## config.mk

```make
export PLATFORM = sky130hd
export DESIGN_NAME = packet_sink
export DESIGN_NICKNAME = d
export VERILOG_FILES = /design/src/rtl/packet_sink.sv
export SDC_FILE = /design/constraint.sdc
export NUM_CORES = 1
export LEC_CHECK = 0
export ABC_AREA = 0
export CAP_MARGIN = 20
export CORE_ASPECT_RATIO = 0.5
export CORE_UTILIZATION = 47
export CTS_CLUSTER_DIAMETER = 60
export DETAILED_ROUTE_END_ITERATION = 8
export MAX_ROUTING_LAYER = met4
export PLACE_DENSITY = 0.82
export SYNTH_ARGS = -nofsm -noshare
export SYNTH_HDL_FRONTEND = slang
export SYNTH_SLANG_ARGS = --single-unit
```

## constraint.sdc

```tcl
create_clock -name clk -period 2.2 [get_ports clk]
set_input_delay 0.55 -clock clk [delete_from_list [all_inputs] [get_ports clk]]
set_output_delay 0.55 -clock clk [all_outputs]
set_load 0.02 [all_outputs]
```

## src/rtl/packet_sink.sv

```systemverilog
// Packet sink: grants a sender, then receives a head / BODY_COUNT bodies / tail packet
// and keeps statistics. Define PACKET_SINK_SEQ_CHECK_EN to enable payload sequence checking.
package router_pkg;
    typedef enum logic [1:0] {
        NONE_FLIT = 2'd0,
        HEAD_FLIT = 2'd1,
        BODY_FLIT = 2'd2,
        TAIL_FLIT = 2'd3
    } flit_type_e;

    typedef struct packed {
        logic       valid;
        flit_type_e ftype;
    } flit_head_t;

    // Head carries an address, body carries data, tail carries a reserved word.
    typedef union packed {
        logic [15:0] addr;
        logic [15:0] data;
        logic [15:0] reserved;
    } flit_payload_t;

    typedef struct packed {
        flit_head_t    head;
        flit_payload_t payload;
    } FLIT_t;
endpackage

module packet_sink
    import router_pkg::*;
#(
    parameter int BODY_COUNT = 2,
    parameter int TIMEOUT    = 64
) (
    input  logic        clk,
    input  logic        reset_n,
    input  logic        i_req,
    output logic        o_grant,
    input  logic        i_flit_valid,
    input  FLIT_t       i_flit,
    output logic        o_busy,
    output logic        o_pkt_done,
    output logic        o_pkt_err,
    output logic [1:0]  o_err_code,
    output logic [15:0] o_pkt_count,
    output logic [7:0]  o_err_count,
    output logic [15:0] o_last_addr,
    output logic [15:0] o_checksum
);
    localparam int IDLE_W = $clog2(TIMEOUT);

    typedef enum logic [1:0] {
        IDLE      = 2'd0,
        GRANT     = 2'd1,
        WAIT_HEAD = 2'd2,
        RECV_BODY = 2'd3
    } state_e;

    state_e state_q, state_d;

    logic [IDLE_W-1:0] idle_cnt_q, idle_cnt_d;
    logic [7:0]        body_cnt_q, body_cnt_d;
    logic [15:0]       addr_q, addr_d;
    logic [15:0]       csum_q, csum_d;
    logic              done_q, done_d;
    logic              err_q, err_d;
    logic [1:0]        err_code_q, err_code_d;
    logic [15:0]       pkt_count_q, pkt_count_d;
    logic [7:0]        err_count_q, err_count_d;
    logic [15:0]       last_addr_q, last_addr_d;
    logic [15:0]       checksum_q, checksum_d;
`ifdef PACKET_SINK_SEQ_CHECK_EN
    logic [15:0]       prev_q, prev_d;
`endif

    logic        accept;
    logic        in_pkt;
    logic        body_full;
    logic        frame_err;
    logic        seq_err;
    logic        tmo_err;
    logic        pkt_ok;
    logic        pkt_good;
    logic        any_err;
    logic [1:0]  err_sel;
    flit_type_e  kind;
    logic [15:0] payload;

    assign accept    = i_flit_valid && i_flit.head.valid;
    assign kind      = i_flit.head.ftype;
    assign payload   = i_flit.payload.data;
    assign in_pkt    = (state_q == WAIT_HEAD) || (state_q == RECV_BODY);
    assign body_full = (body_cnt_q == 8'(BODY_COUNT));

    // Classify the current cycle: framing, sequence, timeout or packet completion.
    always_comb begin
        frame_err = 1'b0;
        seq_err   = 1'b0;
        tmo_err   = 1'b0;
        pkt_ok    = 1'b0;
        if (accept) begin
            case (state_q)
                WAIT_HEAD: frame_err = (kind != HEAD_FLIT);
                RECV_BODY: begin
                    case (kind)
                        BODY_FLIT: frame_err = body_full;
                        TAIL_FLIT: begin
                            frame_err = !body_full;
                            pkt_ok    = body_full;
                        end
                        default:   frame_err = 1'b1;
                    endcase
                end
                default: ;
            endcase
        end else if (in_pkt) begin
            tmo_err = (idle_cnt_q == IDLE_W'(TIMEOUT - 1));
        end
`ifdef PACKET_SINK_SEQ_CHECK_EN
        if (accept && (state_q == RECV_BODY) &&
            ((kind == BODY_FLIT) || (kind == TAIL_FLIT)) &&
            (payload != prev_q + 16'd1)) begin
            seq_err = 1'b1;
        end
`endif
    end

    assign any_err  = frame_err || seq_err || tmo_err;
    assign pkt_good = pkt_ok && !seq_err;

    always_comb begin
        if (frame_err) begin
            err_sel = 2'd1;
        end else if (seq_err) begin
            err_sel = 2'd3;
        end else begin
            err_sel = 2'd2;
        end
    end

    always_ff @(posedge clk) begin
        if (!reset_n) begin
            state_q <= IDLE;
        end else begin
            state_q <= state_d;
        end
    end

    always_comb begin
        state_d = state_q;
        case (state_q)
            IDLE: begin
                if (i_req) begin
                    state_d = GRANT;
                end
            end
            GRANT:     state_d = WAIT_HEAD;
            WAIT_HEAD: begin
                if (any_err) begin
                    state_d = IDLE;
                end else if (accept) begin
                    state_d = RECV_BODY;
                end
            end
            RECV_BODY: begin
                if (any_err || pkt_good) begin
                    state_d = IDLE;
                end
            end
            default:   state_d = IDLE;
        endcase
    end

    always_comb begin
        o_grant = (state_q == GRANT);
        o_busy  = (state_q != IDLE);
    end

    always_comb begin
        idle_cnt_d  = '0;
        body_cnt_d  = body_cnt_q;
        addr_d      = addr_q;
        csum_d      = csum_q;
        done_d      = 1'b0;
        err_d       = 1'b0;
        err_code_d  = err_code_q;
        pkt_count_d = pkt_count_q;
        err_count_d = err_count_q;
        last_addr_d = last_addr_q;
        checksum_d  = checksum_q;
`ifdef PACKET_SINK_SEQ_CHECK_EN
        prev_d      = prev_q;
        if (accept && in_pkt) begin
            prev_d = payload;
        end
`endif

        // The idle run restarts on every accepted flit and on entering WAIT_HEAD.
        if (in_pkt && !accept) begin
            idle_cnt_d = idle_cnt_q + 1'b1;
        end

        if (accept && (state_q == WAIT_HEAD) && !frame_err) begin
            addr_d     = payload;
            csum_d     = payload;
            body_cnt_d = '0;
        end

        if (accept && (state_q == RECV_BODY) && (kind == BODY_FLIT) && !any_err) begin
            body_cnt_d = body_cnt_q + 8'd1;
            csum_d     = csum_q ^ payload;
        end

        if (pkt_good) begin
            done_d      = 1'b1;
            err_code_d  = 2'd0;
            last_addr_d = addr_q;
            checksum_d  = csum_q ^ payload;
            if (pkt_count_q != 16'hFFFF) begin
                pkt_count_d = pkt_count_q + 16'd1;
            end
        end

        if (any_err) begin
            err_d      = 1'b1;
            err_code_d = err_sel;
            if (err_count_q != 8'hFF) begin
                err_count_d = err_count_q + 8'd1;
            end
        end
    end

    always_ff @(posedge clk) begin
        if (!reset_n) begin
            idle_cnt_q  <= '0;
            body_cnt_q  <= '0;
            addr_q      <= '0;
            csum_q      <= '0;
            done_q      <= 1'b0;
            err_q       <= 1'b0;
            err_code_q  <= '0;
            pkt_count_q <= '0;
            err_count_q <= '0;
            last_addr_q <= '0;
            checksum_q  <= '0;
`ifdef PACKET_SINK_SEQ_CHECK_EN
            prev_q      <= '0;
`endif
        end else begin
            idle_cnt_q  <= idle_cnt_d;
            body_cnt_q  <= body_cnt_d;
            addr_q      <= addr_d;
            csum_q      <= csum_d;
            done_q      <= done_d;
            err_q       <= err_d;
            err_code_q  <= err_code_d;
            pkt_count_q <= pkt_count_d;
            err_count_q <= err_count_d;
            last_addr_q <= last_addr_d;
            checksum_q  <= checksum_d;
`ifdef PACKET_SINK_SEQ_CHECK_EN
            prev_q      <= prev_d;
`endif
        end
    end

    assign o_pkt_done  = done_q;
    assign o_pkt_err   = err_q;
    assign o_err_code  = err_code_q;
    assign o_pkt_count = pkt_count_q;
    assign o_err_count = err_count_q;
    assign o_last_addr = last_addr_q;
    assign o_checksum  = checksum_q;

endmodule

```

Yosys cells after proc, flatten, opt, wreduce, memory -nomap -nowiden
Index checks and enable logic that the tools add are counted.
{"block": "word_totals", "elab_cells": 74, "register_bits": 108, "output_inout_bits": 62}
{"block": "op_classes", "n_reduce_logical": 22, "add_sub_neg": 4, "bitwise_logic": 1, "eq_ne": 13, "mux": 22}
{"operator": "2-to-1 mux 16 bit", "n": 2}
{"operator": "adder 16 x 1 -> 16 bit, second input constant", "n": 1}
{"operator": "adder 8 x 1 -> 8 bit, second input constant", "n": 2}
{"operator": "2-to-1 mux 8 bit", "n": 2}
{"operator": "!= test 16 bit, second input constant", "n": 1}
{"operator": "bitwise XOR 16 bit", "n": 1}
{"operator": "2-to-1 mux 2 bit", "n": 7}
{"operator": "== test 2 bit, second input constant", "n": 4}
{"operator": "== test 8 x 2 -> 1 bit, second input constant", "n": 1}
{"operator": "2-to-1 mux 1 bit", "n": 8}
{"operator": "!= test 8 bit, second input constant", "n": 1}
{"operator": "one-hot mux 2 bit (4 select lines)", "n": 1}
{"operator": "logical AND 1 bit", "n": 7}
{"operator": "adder 6 x 1 -> 6 bit, second input constant", "n": 1}
{"operator": "== test 6 bit, second input constant", "n": 1}
{"operator": "AND reduction 2 bit", "n": 3}
{"operator": "nonzero test 2 bit", "n": 3}
{"operator": "logical NOT 1 bit", "n": 4}
{"operator": "!= test 2 x 1 -> 1 bit, second input constant", "n": 2}
{"operator": "one-hot mux 1 bit (2 select lines)", "n": 2}
{"operator": "logical OR 1 bit", "n": 3}
{"operator": "!= test 3 bit, second input constant", "n": 1}
{"operator": "AND reduction 3 bit", "n": 1}
{"operator": "== test 2 x 1 -> 1 bit, second input constant", "n": 1}
{"operator": "other kinds (2)", "n": 2}

Longest topological paths before layout
{"block": "logic_depth", "word_depth": 9, "depth_mapped": 9, "mapped_depth_nobuf": 8}

Least setup slack after synthesis
No wires, ideal clock.
{"block": "synth_timing", "path_type": "register -> register", "start": "register body_cnt_q[0]", "end": "register pkt_count_q[7], in the netlist o_pkt_count[7]", "required_ns": 2.130, "setup_ns": 0.070, "path_slack_ns": -0.189, "t_arrival_ns": 2.319, "synth_period_minus_slack_ns": 2.389, "stages_incl_launch_ff": 9, "path_cell_list": "dfxtp_1 > inv_1 > ha_1 > or4b_4 > or4_4 > a211o_1 > buf_6 > or3_1 > a21oi_1"}
{"block": "synth_via", "elab_chain_len": 5}
{"element": "from (decl)", "line": "62", "text": "logic [7:0] body_cnt_q, body_cnt_d;"}
{"element": "from (signal assigned)", "line": "251", "text": "body_cnt_q <= body_cnt_d;"}
{"element": "== test 8 x 2 -> 1 bit", "line": "93", "text": "assign body_full = (body_cnt_q == 8'(BODY_COUNT));"}
{"element": "2-to-1 mux 1 bit", "line": "105", "text": "case (kind)"}
{"element": "2-to-1 mux 1 bit", "line": "102", "text": "case (state_q)"}
{"element": "2-to-1 mux 1 bit", "line": "101", "text": "if (accept) begin"}
{"element": "AND reduction 2 bit (no source line)"}
{"element": "to (signal assigned)", "line": "257", "text": "pkt_count_q <= pkt_count_d;"}
{"element": "to (decl)", "line": "68", "text": "logic [15:0] pkt_count_q, pkt_count_d;"}
No other way between the ends.
A chain may end at the register's enable or synchronous reset.

Worst setup path after layout
{"block": "layout_timing", "start": "register body_cnt_q[0]", "end": "register pkt_count_q[10], in the netlist o_pkt_count[10]"}
The elaborated chain is that of the path after synthesis.

==> reports/results.ini <==
[outcome]
status=finished, violations left
violations=negative setup slack

[critical_path]
crit_start=body_cnt_q[0]
r2r-start=body_cnt_q[0]
cp_data_required_time_ps=2430
endpoint_kind=register
arrival_ps=2750
crit_fanout=7
crit_type=register to register
cp-start-kind=register

[logic_synthesis]
synthTopCellsByArea=dfxtp_1, a21oi_1, nand2_1
synthesis.area_sq_mm=0.004444
synth_common_cells=dfxtp_1, nand2_1, a21oi_1
synth_top_area_cell=dfxtp_1
yosys_most_used_dff=dfxtp_1
synthCells=529
synth_edf_count=0
ys_warn_count=0
yosys.cell_types.count=41
ys_ff_latch=108
synthesis.nets=557
yosysSeqAreaShare=0.4865
synthMostInstantiatedCell=dfxtp_1
postSynth.asyncResetShare=0
yosysTopAreaCellShare=0.4865
syn_avg_cell_area_sq_um=8.401

[placement]
placed_cell_area_sq_mm=0.005709
io_buffers=84
hpwl_um=7374
place_congestion=0.8599

[clock_tree]
htreeDepth=3
insertion_delay_ps=350
cts_num_sinks=108
cts_tree=yes
cts-root-buf=clkbuf_16
numCtsBuffers=9
clk_pin_slew_ps=70
cts_buffer_depth=2

[detailed_routing]
routedWlPerCell_um=17.26
drt_iter0_markers=330
vias=4499
ant_nets=0
via_per_inst=5.746
drt-total-wl_um=13520
drc=0
first_pass_iters=5

[cells_and_area]
drive_gt1_frac=0.1937
diodes=0
final_area_sq_mm=0.006590
fill_cells=620
area_delta_synth_final_pct=48.28
nets=689

[floorplan]
initial_core_util=0.4966
die_width_um=139.5
std_cell_rows=24
ios=85
die_h_um=70.76
dieArea_sq_mm=0.009872
core-area_sq_mm=0.008949

[global_route]
antenna_found_initial=0
grt_overflow=0
grt_max_degree=46
grt_pass1_vias=4111
grt_pass1_wl_um=19390
track_usage=0.2535

[sta]
timing.final.ws_setup_ps=-316.5
slew_viol_final=0
fin_skew_ps=6.012
post-route-period-util=1.144
slew_headroom=0.4688
hold_viol_final=0
rsz0062_at_grt=true
finalSetupViolCount=59
fmax_ghz=0.3974
min_period_ps=2516
worst_slew_pin_slew_ps=790.2
holdWs_ps=454.4

[power]
power_density_mw_per_mm2=601.6
irDropWorstVdd_mv=0.4224
p_leak_nw=2.290

[run]
cap_violations=0

[hold_path]
hold_class=register to register
hp-start=idle_cnt_q[0]

[routing by layer]
layer	routed length [um]	vias to the layer above	global-route usage
li1	-	2131	-
met1	5783	2191	0.3014
met2	6777	151	0.4165
met3	707	26	0.06500
met4	250	0	0.09753
met5	0	-	-
[path summary, 6_finish.rpt]
path	slack [ps]	cells past startpoint	to
hold / removal	450	1	idle_cnt_q[0]
setup reg to reg	-320	9	o_pkt_count[10]
setup / recovery	-320	9	o_pkt_count[10]
hold reg to reg	450	1	idle_cnt_q[0]
[report_power, final]
group	total [mW]	switching [mW]	internal, mW	leakage [nW]
Sequential	1.97	0.00854	1.96	0.871
Clock	1.77	0.756	1.01	0.154
Combinational	0.226	0.127	0.0996	1.26
Total	3.96	0.891	3.07	2.29
[what timing repair did]
action / CTS / global route
resized for setup: 19 / 54
hold buffers: 0 / 0
setup buffers: 6 / 8
pin swaps: 16 / 21
cloned: 3 / 4
endpoints found under the setup margin: 38 / 82
[kinds of logic after synthesis]
group / share of synthesized area
buffers and inverters: 0.03322
xor gates and xnor gates: 0.05912
DFF: 0.4865
AOI/OAI and AO/OA: 0.1923
and+or+nand+nor: 0.2103
adders and majority gates: 0.01408
muxes: 0.004505
[state kept, by name, indices dropped and copies added, names as in the netlist]
signal       count
o_last_addr     16
o_err_code       2
o_checksum      16
o_pkt_count     16
body_cnt_q       8
state_q          2
o_err_count      8
addr_q          16
csum_q          16
o_pkt_err        1
o_pkt_done       1
idle_cnt_q       6
[layout make-up]
class                           instances  area (sq um)  share of cell area
Multi-Input combinational cell        385          2417              0.3668
Clock inverter                          6         93.84             0.01424
Timing Repair Buffer                  149          1509              0.2290
Inverter                                8         30.03            0.004557
Clock buffer                           10         229.0             0.03474
Sequential cell                       108          2165              0.3285
Tap cell                              117         146.4             0.02221
[per-stage QoR]
stage	worst slack (ps)	setup TNS, ps	utilization	power (mW)	instances
2_1_floorplan	-149.5	-866.8	-	2.103	529
4_1_cts	-239.2	-3297	0.6949	3.954	771
3_3_place_gp	-390.0	-9493	0.6380	2.220	746
3_5_place_dp	-476.9	-13550	0.6380	2.224	746
5_1_grt	-398.2	-11480	0.7364	4.088	783
6_report	-316.5	-6375	0.7364	3.965	783
[cells in the final DEF, fill, tap and decap left out, types with 3 or more instances in the layout]
cell type / Yosys / routed
buf_4: 0 / 48
a311oi_2: 0 / 3
a21oi_4: 0 / 6
o21ai_0: 33 / 25
nor2_1: 48 / 47
nand2_1: 85 / 82
o21ai_1: 0 / 7
inv_1: 7 / 6
a21oi_1: 72 / 52
clkdlybuf4s50_1: 0 / 83
xor2_1: 8 / 8
and3_1: 10 / 9
buf_6: 1 / 7
nand3b_1: 4 / 4
inv_6: 0 / 3
dfxtp_1: 108 / 106
nand3_1: 13 / 13
nand4_1: 10 / 10
a21oi_2: 0 / 14
nor3_1: 6 / 4
a311oi_1: 16 / 13
ha_1: 5 / 4
a211oi_2: 0 / 3
and2_1: 3 / 3
or3_1: 10 / 9
a211oi_1: 16 / 13
xnor2_1: 22 / 22
buf_12: 0 / 5
clkbuf_16: 0 / 12
[worst max-delay path, cell delays in order (launching register included)]
cell and delay (ps):
dfxtp_2 330, inv_2 60, ha_4 120, or4b_4 460, or4_4 550, nor4bb_4 290, buf_6 160, nand4_1 140
xor2_1 210, nor2_1 70
Power figures use the tool's default switching activity.
